## config.mk

```make
export PLATFORM = sky130hd
export DESIGN_NAME = ext_bus_arbiter
export DESIGN_NICKNAME = d
export VERILOG_FILES = /design/src/rtl/ext_arb_pkg.sv /design/src/rtl/rr_arbiter.sv /design/src/rtl/ext_bus_arbiter.sv
export SDC_FILE = /design/constraint.sdc
export NUM_CORES = 1
export LEC_CHECK = 0
export BUFFER_PORTS_ARGS = -buffer_cell sky130_fd_sc_hd__buf_2
export CAP_MARGIN = 20
export CORE_MARGIN = 2
export CORE_UTILIZATION = 45
export CTS_BUF_LIST = sky130_fd_sc_hd__clkbuf_4 sky130_fd_sc_hd__clkbuf_8
export CTS_CLUSTER_SIZE = 16
export DETAILED_ROUTE_END_ITERATION = 8
export PLACE_DENSITY = 0.79
export SLEW_MARGIN = 20
export SYNTH_ARGS = -nofsm -noshare
export SYNTH_HDL_FRONTEND = slang
export SYNTH_SLANG_ARGS = --single-unit
```

## constraint.sdc

```tcl
create_clock -name clk -period 2.68 [get_ports clk]
set_input_delay 0.536 -clock clk [delete_from_list [all_inputs] [get_ports clk]]
set_output_delay 0.536 -clock clk [all_outputs]
set_load 0.02 [all_outputs]
```

## src/rtl/ext_arb_pkg.sv

```systemverilog
// Shared types and constants for the external bus arbiter.
package ext_arb_pkg;

  typedef enum logic [1:0] {
    IDLE  = 2'd0,
    ISSUE = 2'd1,
    WAIT  = 2'd2
  } arb_state_e;

  localparam int CNT_W = 8;

endpackage

```

## src/rtl/rr_arbiter.sv

```systemverilog
// Combinational round-robin pick: first requester above last_grant, wrapping.
module rr_arbiter #(
  parameter int N_REQ = 2,
  parameter int IDX_W = 1
) (
  input  logic [N_REQ-1:0] req,
  input  logic [IDX_W-1:0] last_grant,
  output logic [IDX_W-1:0] grant,
  output logic             valid
);

  logic [IDX_W-1:0] cand;

  // Scan from the farthest candidate down so the nearest requester wins last.
  always_comb begin
    grant = '0;
    valid = 1'b0;
    cand  = '0;
    for (int i = N_REQ; i >= 1; i--) begin
      cand = IDX_W'((int'(last_grant) + i) % N_REQ);
      if (req[cand]) begin
        grant = cand;
        valid = 1'b1;
      end
    end
  end

endmodule

```

## src/rtl/ext_bus_arbiter.sv

```systemverilog
// Arbitrates N requesters onto one downstream bus with round-robin grant,
// one outstanding transaction, WAIT timeout and stray-ack detection.
module ext_bus_arbiter
  import ext_arb_pkg::*;
#(
  parameter int N_REQ      = 2,
  parameter int WIDTH      = 32,
  parameter int ADDR_WIDTH = 8,
  parameter int TIMEOUT    = 16
) (
  input  logic                        clk,
  input  logic                        rst_n,
  input  logic [N_REQ-1:0]            m_req,
  input  logic [N_REQ-1:0]            m_req_is_wr,
  input  logic [N_REQ*ADDR_WIDTH-1:0] m_addr,
  input  logic [N_REQ*WIDTH-1:0]      m_wr_data,
  input  logic [N_REQ*WIDTH-1:0]      m_wr_biten,
  output logic [N_REQ-1:0]            m_rd_ack,
  output logic [N_REQ-1:0]            m_wr_ack,
  output logic [WIDTH-1:0]            m_rd_data,
  output logic                        m_err,
  output logic                        s_req,
  output logic                        s_req_is_wr,
  output logic [ADDR_WIDTH-1:0]       s_addr,
  output logic [WIDTH-1:0]            s_wr_data,
  output logic [WIDTH-1:0]            s_wr_biten,
  input  logic                        s_rd_ack,
  input  logic [WIDTH-1:0]            s_rd_data,
  input  logic                        s_wr_ack,
  output logic                        busy,
  output logic                        stray_ack
);

  localparam int IDX_W = (N_REQ > 1) ? $clog2(N_REQ) : 1;

  arb_state_e              state_q, state_d;
  logic [IDX_W-1:0]        last_q, last_d;
  logic [IDX_W-1:0]        gnt_q, gnt_d;
  logic [CNT_W-1:0]        cnt_q, cnt_d;
  logic                    is_wr_q, is_wr_d;
  logic [ADDR_WIDTH-1:0]   addr_q, addr_d;
  logic [WIDTH-1:0]        wdata_q, wdata_d;
  logic [WIDTH-1:0]        biten_q, biten_d;
  logic [N_REQ-1:0]        rd_ack_q, rd_ack_d;
  logic [N_REQ-1:0]        wr_ack_q, wr_ack_d;
  logic [WIDTH-1:0]        rdata_q, rdata_d;
  logic                    err_q, err_d;
  logic                    stray_q, stray_d;

  logic [IDX_W-1:0]        rr_grant;
  logic                    rr_valid;
  logic                    any_ack, match_ack, wrong_ack, ack_cycle;

  rr_arbiter #(
    .N_REQ (N_REQ),
    .IDX_W (IDX_W)
  ) u_rr (
    .req        (m_req),
    .last_grant (last_q),
    .grant      (rr_grant),
    .valid      (rr_valid)
  );

  assign any_ack   = s_rd_ack | s_wr_ack;
  assign match_ack = is_wr_q ? s_wr_ack : s_rd_ack;
  assign wrong_ack = is_wr_q ? s_rd_ack : s_wr_ack;
  // The cycle carrying a requester ack is the mandatory idle gap.
  assign ack_cycle = (|rd_ack_q) | (|wr_ack_q);

  always_comb begin
    state_d  = state_q;
    last_d   = last_q;
    gnt_d    = gnt_q;
    cnt_d    = cnt_q;
    is_wr_d  = is_wr_q;
    addr_d   = addr_q;
    wdata_d  = wdata_q;
    biten_d  = biten_q;
    rd_ack_d = '0;
    wr_ack_d = '0;
    rdata_d  = '0;
    err_d    = 1'b0;
    stray_d  = stray_q;
    case (state_q)
      IDLE: begin
        if (any_ack) stray_d = 1'b1;
        if (rr_valid && !ack_cycle) begin
          state_d = ISSUE;
          gnt_d   = rr_grant;
          last_d  = rr_grant;
          is_wr_d = m_req_is_wr[rr_grant];
          addr_d  = m_addr[int'(rr_grant)*ADDR_WIDTH +: ADDR_WIDTH];
          wdata_d = m_wr_data[int'(rr_grant)*WIDTH +: WIDTH];
          biten_d = m_wr_biten[int'(rr_grant)*WIDTH +: WIDTH];
        end
      end
      ISSUE: begin
        if (any_ack) stray_d = 1'b1;
        state_d = WAIT;
        cnt_d   = '0;
      end
      WAIT: begin
        if (wrong_ack) stray_d = 1'b1;
        if (match_ack || (cnt_q == CNT_W'(TIMEOUT - 1))) begin
          if (is_wr_q) wr_ack_d[gnt_q] = 1'b1;
          else         rd_ack_d[gnt_q] = 1'b1;
          rdata_d = (match_ack && !is_wr_q) ? s_rd_data : '0;
          err_d   = !match_ack;
          state_d = IDLE;
          cnt_d   = '0;
          is_wr_d = 1'b0;
          addr_d  = '0;
          wdata_d = '0;
          biten_d = '0;
        end else begin
          cnt_d = cnt_q + CNT_W'(1);
        end
      end
      default: state_d = IDLE;
    endcase
  end

  always_ff @(posedge clk or negedge rst_n) begin
    if (!rst_n) begin
      state_q  <= IDLE;
      last_q   <= IDX_W'(N_REQ - 1);
      gnt_q    <= '0;
      cnt_q    <= '0;
      is_wr_q  <= 1'b0;
      addr_q   <= '0;
      wdata_q  <= '0;
      biten_q  <= '0;
      rd_ack_q <= '0;
      wr_ack_q <= '0;
      rdata_q  <= '0;
      err_q    <= 1'b0;
      stray_q  <= 1'b0;
    end else begin
      state_q  <= state_d;
      last_q   <= last_d;
      gnt_q    <= gnt_d;
      cnt_q    <= cnt_d;
      is_wr_q  <= is_wr_d;
      addr_q   <= addr_d;
      wdata_q  <= wdata_d;
      biten_q  <= biten_d;
      rd_ack_q <= rd_ack_d;
      wr_ack_q <= wr_ack_d;
      rdata_q  <= rdata_d;
      err_q    <= err_d;
      stray_q  <= stray_d;
    end
  end

  assign s_req       = (state_q == ISSUE);
  assign s_req_is_wr = is_wr_q;
  assign s_addr      = addr_q;
  assign s_wr_data   = wdata_q;
  assign s_wr_biten  = biten_q;
  assign m_rd_ack    = rd_ack_q;
  assign m_wr_ack    = wr_ack_q;
  assign m_rd_data   = rdata_q;
  assign m_err       = err_q;
  assign busy        = (state_q != IDLE);
  assign stray_ack   = stray_q;

endmodule

```

==> out/results.tsv, run 1 <==
metric	value	unit
power_frac_clock	0.179	
netSwitchingFraction	0.384	
drtIter0Drc	242	
finalClockSkew	9.48	ps
dr.pass1.iters	4	
setup_viol	0	
viasPerCell	4.92	
cts.sinks	123	
hpwl	11.5	mm
routedWlPerCell	15.2	microns
hold_path.class	in2reg	
area_growth	34.9	%
crit_fanout	42	
num_rows	42	
cp-end-kind	flop	
via_count	5122	
post_cts_buffers	0	
synth_enable_flop_cells	0	
ys_seq_area_frac	0.514	
antenna_found_initial	1	
finalCritPeriodShare	0.836	
avgSynthCellArea	10.7	sq um
arrival	2560	ps
clk_latency	430	ps
grt_usage	0.222	
drc_errors	0	
die_w	119	microns
switching_power	3.54	mW
tightestPinTransition	543	ps
p_int	5.69	mW
grt_pass1_vias	5084	
cp.required	3000	ps
synth.most_common_cell	nand2_1	
grt_pass1_wl	24.9	mm
synth_top_area_cell	dfrtp_1	
tns	0	ps
ys_warn_count	0	
power_density	1140	nW/um^2
htree_levels	4	
fin_ws	439	ps
synth_flop_cell	dfrtp_1	
critPathKind	reg2reg	
sequentialPowerShare	0.309	
start_util	0.456	
drv_cap	0	
drv_slew	0	
syn_inst	561	
io_pins	297	
die_area	14200	sq um
synth.distinct_cells	35	
ys_ff_latch	123	
status	finished clean	
ant_nets	0	
cts_tree	built	
core_area	13100	sq um
grt_max_degree	68	
fmax	0.446	GHz
die_y	119	microns
leakagePower	4.63	nW
slew_headroom	0.628	
synth_area_leaders	dfrtp_1 (51%), mux2_4 (18%), nand2_1 (9.5%)	
hold_viol	0	
drive_gt1_frac	0.490	
combPwrFrac	0.511	
yosys.area.top_type_share	0.510	
cts-buffers-inserted	17	
place_congestion	0.819	
clock-root-buffer	clkbuf_8	
overflow	0	
rsz0062_at_grt	no	
crit_path_start_kind	flop	
clkTransAtPathRegs	80	ps
preCtsSetupSlack	352	ps
synth_common_cells	nand2_1 (152), dfrtp_1 (122), a21oi_1 (76)	
synthArstFlopShare	1.00	
clockBufferDepth	2	
min_period	2240	ps
synth_nets	751	
io_buffers	296	
syn_area	5990	sq um
drt_wl_total	15.8	mm
final_nets	1041	
vdd_drop_max	0.861	mV
==> power by group through the flow <==
| stage | Sequential [mW] | Clock, mW | Combinational, mW |
|---|---|---|---|
| 2_1_floorplan | 3.54 | 0 | 2.80 |
| 3_3_place_gp | 2.85 | 0 | 4.63 |
| 3_5_place_dp | 2.87 | 0 | 4.75 |
| 4_1_cts | 2.85 | 1.71 | 4.77 |
| 5_1_grt | 2.92 | 1.79 | 5.03 |
| 6_report | 2.85 | 1.66 | 4.72 |
==> worst max-delay path, stage by stage, from the launching register on <==
cell,delay (ps)
dfrtp_1,480
mux2i_1,530
o211ai_4,240
o21ai_4,140
buf_12,320
mux2_2,380
==> repair_timing <==
| action | 4_1_cts | 5_1_grt |
|---|---|---|
| hold endpoints to repair | 5 | 0 |
| gates resized for setup | 0 | 0 |
| hold buffers | 1 | 0 |
==> registers in the layout (all words and copies together), names as in the netlist <==
name         count
cnt_q            8
gnt_q            1
last_q           1
m_err            1
m_rd_ack         2
m_rd_data       32
m_wr_ack         2
s_addr           8
s_req_is_wr      1
s_wr_biten      32
s_wr_data       32
state_q          2
stray_ack        1
==> path summary, 6_finish.rpt <==
check	slack [ps]	depth (start not counted)	startpoint	to
setup reg to reg	440	5	s_req_is_wr	s_wr_biten[23]
hold reg to reg	480	2	stray_ack	stray_ack
hold / removal	330	2	s_rd_data[4]	m_rd_data[4]
setup / recovery	440	5	s_req_is_wr	s_wr_biten[23]
min in group asynchronous	480	2	rst_n	s_addr[0]
max in group asynchronous	1590	3	rst_n	last_q
==> cell type report <==
type	instances	area, sq um
Antenna cell	1	2.50
Tap cell	176	220
Inverter	9	33.8
Clock inverter	10	115
Sequential cell	123	3080
Timing Repair Buffer	310	1640
Clock buffer	22	297
Multi-Input combinational cell	390	2690
Fill cell	1139	5060
==> kinds of logic (layout without fill, tap and decap cells) <==
group                      count (synthesis)  count (layout)  share of synthesized area
xor gates and xnor gates                   2               2                    0.00293
AOI/OAI and AO/OA                         97              97                     0.0924
and+or+nand+nor                          207             207                      0.149
DFF                                      123             123                      0.514
other                                      0               1                          0
muxes                                     78              78                      0.190
buffers and inverters                     48             351                     0.0389
adders and majority gates                  6               6                     0.0125
==> layer usage <==
metal | routed length, microns | track usage | part of all wire | vias to the layer above
li1 | - | - | - | 2469
met1 | 6480 | 0.262 | 0.41 | 2413
met2 | 7900 | 0.390 | 0.50 | 204
met3 | 981 | 0.0465 | 0.062 | 36
met4 | 411 | 0.0978 | 0.026 | 0
met5 | 0 | 0 | 0 | -
==> metrics by stage <==
stage,hold slack (ps),util,area (sq um),cells,total power [mW]
2_1_floorplan,240,-,5990,561,6.34
3_3_place_gp,366,0.583,7650,1007,7.49
3_5_place_dp,368,0.583,7650,1007,7.61
4_1_cts,303,0.615,8080,1040,9.32
5_1_grt,321,0.615,8080,1041,9.74
6_report,335,0.615,8080,1041,9.23
==> layout by cell type, fill, tap and decap left out, types with 3 or more instances in the layout <==
| master | netlist | routed |
|---|---|---|
| mux2_4 | 70 | 70 |
| clkinv_2 | 0 | 3 |
| nor2b_1 | 3 | 3 |
| clkbuf_8 | 0 | 21 |
| ha_1 | 6 | 5 |
| a21oi_1 | 76 | 76 |
| buf_2 | 0 | 295 |
| mux2i_1 | 3 | 3 |
| buf_12 | 0 | 4 |
| and3_1 | 33 | 33 |
| nor2_1 | 7 | 7 |
| nand3_1 | 5 | 5 |
| clkinvlp_4 | 0 | 3 |
| o21ai_0 | 6 | 6 |
| mux2_2 | 5 | 5 |
| inv_1 | 9 | 9 |
| dfrtp_1 | 122 | 122 |
| buf_4 | 0 | 10 |
| nand2_1 | 152 | 152 |
Power figures use the tool's default switching activity.
==> run 2, diff against run 1 <==
==> constraint.sdc (replaced) <==
create_clock -name clk -period 2.1 [get_ports clk]
set_input_delay 0.42 -clock clk [delete_from_list [all_inputs] [get_ports clk]]
set_output_delay 0.42 -clock clk [all_outputs]
set_load 0.02 [all_outputs]
==> run 2 against run 1 <==
  * Sequential power is 27% higher
  * Clock skew is 0.61 ps lower
  * Clock-buffer cell count decreased by 3
  * Clock power up 35%
  * Register-to-register slack worse by 340 ps
  * Critical path type unchanged
  * Largest cell class unchanged
==> out/results.tsv, run 2 (synthesis results as in run 1) <==
metric	value	unit
overflow	0	
io_buffers	296	
finalCritPeriodShare	0.955	
hold_viol	0	
crit_path_start_kind	flop	
cp-startpoint	cnt_q[4]	
rsz0062_at_grt	no	
vdd_drop_max	0.850	mV
fmax	0.499	GHz
layout_common_cells	buf_2 (295), nand2_1 (152), dfrtp_1 (122), a21oi_1 (76), mux2_4 (70)	
fin_ws	95.5	ps
final_nets	1043	
core_area	13100	sq um
cts_hold_buf	1	
ff2ff_path_depth	5	
start_util	0.456	
combPwrFrac	0.509	
num_rows	42	
antenna_found_initial	2	
grt_usage	0.221	
final.fill_count	1136	
leakagePower	4.67	nW
drv_cap	0	
cts.sinks	123	
drtIter0Drc	290	
sequentialPowerShare	0.304	
cp.required	2410	ps
arrival	2320	ps
cp-end-kind	flop	
min_period	2000	ps
die_w	119	microns
min_path_cells	2	
viasPerCell	4.93	
hold_path.class	in2reg	
place_congestion	0.816	
regToRegSetupSlack	100	ps
endpoint	s_wr_data[14]	
clkTransAtPathRegs	70	ps
die_y	119	microns
cts_resized	0	
grt_pass1_wl	24.7	mm
clock-root-buffer	clkbuf_8	
critPathSlowestCell	or4_4	
netSwitchingFraction	0.376	
crit_chain	or4_4 -> o211ai_4 -> o21ai_4 -> buf_12 -> mux2_4	
reg2reg_from	cnt_q[4]	
crit_fanout	36	
tns	0	ps
drc_errors	0	
cts-buffers-inserted	17	
status	finished clean	
slew_headroom	0.668	
area_growth	36.1	%
power_density	1470	nW/um^2
drv_slew	0	
grt_pass1_vias	5064	
final_common_cell	buf_2	
routedWlPerCell	15.1	microns
p_int	7.45	mW
critPathKind	reg2reg	
drt_wl_total	15.7	mm
ant_nets	0	
switching_power	4.49	mW
r2r_end	s_wr_data[14]	
drive_gt1_frac	0.490	
preCtsSetupSlack	119	ps
finalClockSkew	8.87	ps
hpwl	11.3	mm
via_count	5144	
setup_viol	0	
io_pins	297	
slowest_delay	580	ps
clk_latency	430	ps
clockBufferDepth	2	
die_area	14200	sq um
htree_levels	4	
final_core_util	0.620	
power_frac_clock	0.187	
tightestPinTransition	494	ps
dr.pass1.iters	4	
cts_tree	built	
grt_max_degree	66	
post_cts_buffers	0	
[run 2: cell count changes in the layout (fill, tap and decap cells not counted)]
cell and change:
buf_12 +3, buf_4 -1, bufinv_16 +2, clkbuf_8 -3, clkinv_2 +2, clkinvlp_4 -3, diode_2 +1, inv_6 +1
[run 2: worst min-delay path by stage]
stage	startpoint	end	slack, ps
4_1_cts	s_rd_data[5]	m_rd_data[5]	190
2_1_floorplan	rst_n	cnt_q[0]	120
3_3_place_gp	rst_n	s_wr_data[22]	330
3_5_place_dp	rst_n	s_wr_data[23]	330
6_report	s_rd_data[5]	m_rd_data[5]	220
5_1_grt	s_rd_data[5]	m_rd_data[5]	190
[run 2: power by group through the flow]
stage / Clock [mW] / Combinational, mW / Sequential, mW
3_3_place_gp: 0 / 6.00 / 3.63
6_report: 2.24 / 6.08 / 3.63
4_1_cts: 2.30 / 6.13 / 3.62
5_1_grt: 2.41 / 6.50 / 3.71
2_1_floorplan: 0 / 3.58 / 4.51
3_5_place_dp: 0 / 6.11 / 3.64
[run 2: area by class of cell]
| type | instances | area, sq um | area share |
|---|---|---|---|
| diodes | 2 | 5.00 | 0.000614 |
| clock buffers | 19 | 255 | 0.0313 |
| clock inverters | 12 | 171 | 0.0210 |
| inverters | 9 | 33.8 | 0.00415 |
| multi-input cells | 390 | 2690 | 0.330 |
| flip-flops and latches | 123 | 3080 | 0.378 |
| well taps | 176 | 220 | 0.0270 |
| repair buffers | 312 | 1690 | 0.208 |
[run 2: metrics by stage]
step                cells  power, mW  hold WS, ps  cell area [sq um]
global route         1043       12.6          187               8150
detailed placement   1009       9.75          326               7710
CTS                  1041       12.0          192               8140
global placement     1009       9.63          326               7710
floorplan             561       8.09          124               5990
finish               1043       11.9          225               8150
[run 2: per-layer routing]
metal  share of wire  track usage  up-vias
met5               0            0        -
met4           0.018       0.0765        0
met3           0.070       0.0670       25
met2            0.50        0.380      213
met1            0.41        0.263     2428
li1                -            -     2478
[run 2: worst max-delay path: cells and delay by family, from the launching register on]
family	cells	cell delay, ps
AO/OA/AOI/OAI	2	320
buffers and inverters	1	190
flip-flops	1	410
multiplexers	1	330
AND/OR/NAND/NOR	1	580
==> run 3, diff against run 2 <==
--- a/config.mk
+++ b/config.mk
@@ -5,6 +5,7 @@
 export SDC_FILE = /design/constraint.sdc
 export NUM_CORES = 1
 export LEC_CHECK = 0
+export ABC_AREA = 1
 export BUFFER_PORTS_ARGS = -buffer_cell sky130_fd_sc_hd__buf_2
 export CAP_MARGIN = 20
 export CORE_MARGIN = 2
@@ -12,7 +13,7 @@
 export CTS_BUF_LIST = sky130_fd_sc_hd__clkbuf_4 sky130_fd_sc_hd__clkbuf_8
 export CTS_CLUSTER_SIZE = 16
 export DETAILED_ROUTE_END_ITERATION = 8
-export PLACE_DENSITY = 0.79
+export PLACE_DENSITY = 0.77
 export SLEW_MARGIN = 20
 export SYNTH_ARGS = -nofsm -noshare
 export SYNTH_HDL_FRONTEND = slang
==> run 3 against run 2 <==
  * Design area is 4.7% higher
  * First-iteration DRC count is 26% higher
  * Via count is 30% higher
  * Critical path depth is 1 lower
  * Wire length is 16% higher
  * Sequential cell count stayed put
  * Register-to-register slack better by 150 ps
  * Clock-buffer cell count is 4 higher
  * Die area is 8.4% higher
  * Worst setup slack better by 110 ps
  * Combinational power hardly changed
  * Global-route usage is 1.5 points higher
  * Critical endpoint is now busy
  * Highest routed layer unchanged
==> out/results.tsv, run 3 <==
metric	value	unit
synth_nets	1120	
routedWlPerCell	13.1	microns
ant_nets	0	
p_int	6.34	mW
final.fill_count	1277	
slew_headroom	0.674	
ys_ff_latch	123	
rsz0062_at_grt	no	
num_rows	43	
finalClockSkew	8.67	ps
final_common_cell	nand2_1	
io_pins	297	
power_density	1390	nW/um^2
synth_flop_cell	dfrtp_1	
wl_met2	8.72	mm
tns	0	ps
syn_inst	930	
drv_slew	0	
overflow	0	
ys_seq_area_frac	0.473	
drtIter0Drc	364	
synth_common_cells	nand2_1 (321), nor2_1 (197), dfrtp_1 (122)	
synth.most_common_cell	nand2_1	
via_count	6697	
syn_area	6510	sq um
drive_gt1_frac	0.292	
clk_latency	430	ps
grt_pass1_vias	6182	
io_buffers	296	
crit_fanout	4	
multi_input_area	2700	sq um
cp-end-kind	output port	
hold_path.class	in2reg	
crit_path_start_kind	flop	
die_y	124	microns
grt_pass1_wl	29.8	mm
clock-root-buffer	clkbuf_8	
dr.pass1.iters	5	
core_area	14000	sq um
diodes	0	
synth_area_leaders	dfrtp_1 (47%), nand2_1 (19%), nor2_1 (11%)	
top_layer_used	met4	
start_util	0.465	
critPathKind	reg2out	
clockBufferDepth	2	
post_cts_buffers	0	
finalCritPeriodShare	0.902	
hold_viol	0	
antenna_found_initial	0	
synthArstFlopShare	1.00	
ys_warn_count	0	
setup_viol	0	
leakagePower	5.45	nW
synth_enable_flop_cells	0	
area_growth	31.1	%
cts-buffers-inserted	17	
vdd_drop_max	0.687	mV
final_nets	1394	
arrival	1470	ps
netSwitchingFraction	0.464	
wl_met1	7.57	mm
viasPerCell	4.80	
layout_common_cells	nand2_1 (318), buf_2 (295), nor2_1 (197), dfrtp_1 (122), inv_1 (116)	
synth_top_area_cell	dfrtp_1	
clkTransAtPathRegs	70	ps
yosys.area.top_type_share	0.469	
cts_tree	built	
seqCellArea	3080	sq um
cp.required	1680	ps
sequentialPowerShare	0.312	
wl_met3	1.52	mm
final_core_util	0.610	
status	finished clean	
place_congestion	0.850	
grt_usage	0.236	
drc_errors	0	
avgSynthCellArea	7.00	sq um
cts.sinks	123	
synth.distinct_cells	26	
regToRegSetupSlack	250	ps
switching_power	5.48	mW
fmax	0.528	GHz
drv_cap	0	
min_period	1890	ps
die_area	15400	sq um
htree_levels	4	
die_w	124	microns
grt_max_degree	66	
hpwl	13.0	mm
combPwrFrac	0.514	
drt_wl_total	18.3	mm
tightestPinTransition	489	ps
power_frac_clock	0.174	
-- run 3: cell count changes in the layout (fill, tap and decap cells not counted), sizes merged, moves of 73 or more --
cell / previous run / this run
mux2: 75 / 0
nand2: 152 / 324
a21oi: 76 / 2
inv: 10 / 118
nand4: 1 / 74
nor2: 7 / 198
-- run 3: area by class of cell --
class	instances	share of cell area
multi-input cells	631	0.317
well taps	180	0.0264
clock inverters	7	0.0109
flip-flops and latches	123	0.361
clock buffers	23	0.0342
inverters	118	0.0519
repair buffers	313	0.199
-- run 3: logic make-up (layout without fill, tap and decap cells) --
kind of cell | Yosys count | count (layout) | synth area share
XOR/XNOR | 3 | 3 | 0.00404
buffers and inverters | 176 | 461 | 0.113
AND/OR/NAND/NOR | 611 | 611 | 0.388
adder cells (fa/ha/maj) | 6 | 6 | 0.0115
flip-flops | 123 | 123 | 0.473
AO/OA/AOI/OAI | 11 | 11 | 0.00962
-- run 3: power by group through the flow --
| stage | Clock [mW] | Sequential (mW) | Combinational [mW] |
|---|---|---|---|
| after global placement | 0 | 3.70 | 6.00 |
| final | 2.06 | 3.68 | 6.08 |
| after detailed placement | 0 | 3.70 | 6.13 |
| after global routing | 2.22 | 3.77 | 6.74 |
| after floorplan | 0 | 4.59 | 3.27 |
| after CTS | 2.11 | 3.68 | 6.13 |
-- run 3: stage by stage --
step / area [sq um] / power [mW] / setup WS, ps / cells / hold WS [ps]
floorplan: 6510 / 7.85 / 526 / 930 / 124
global placement: 8130 / 9.70 / 262 / 1364 / 379
detailed placement: 8130 / 9.83 / 147 / 1364 / 381
CTS: 8520 / 11.9 / 99.4 / 1395 / 153
global route: 8530 / 12.7 / 98.2 / 1395 / 163
finish: 8530 / 11.8 / 206 / 1395 / 189
-- run 3: repair_timing --
action                                 CTS  global route
hold buffers                             1             0
endpoints found under the hold margin   26             0
gates resized for setup                  0             1
setup endpoints to repair                0            26
-- run 3: worst paths after layout --
kind | startpoint | depth (start not counted) | end
worst max-delay path | state_q[0] | 4 | busy
max in group asynchronous | rst_n | 3 | last_q
min in group asynchronous | rst_n | 2 | s_wr_data[30]
worst min register to register | stray_ack | 1 | stray_ack
worst max register to register | state_q[0] | 8 | s_wr_biten[10]
worst min-delay path | s_rd_data[5] | 3 | m_rd_data[5]
-- run 3: critical path, cell delays in order (launching register included) --
cell,delay (ps)
dfrtp_1,400
inv_1,100
ha_1,230
inv_1,120
buf_2,190
-- run 3: per-layer routing --
layer | global-route usage | vias to the layer above
li1 | - | 3354
met1 | 0.288 | 3014
met2 | 0.393 | 291
met3 | 0.0710 | 38
met4 | 0.0899 | 0
met5 | 0 | -
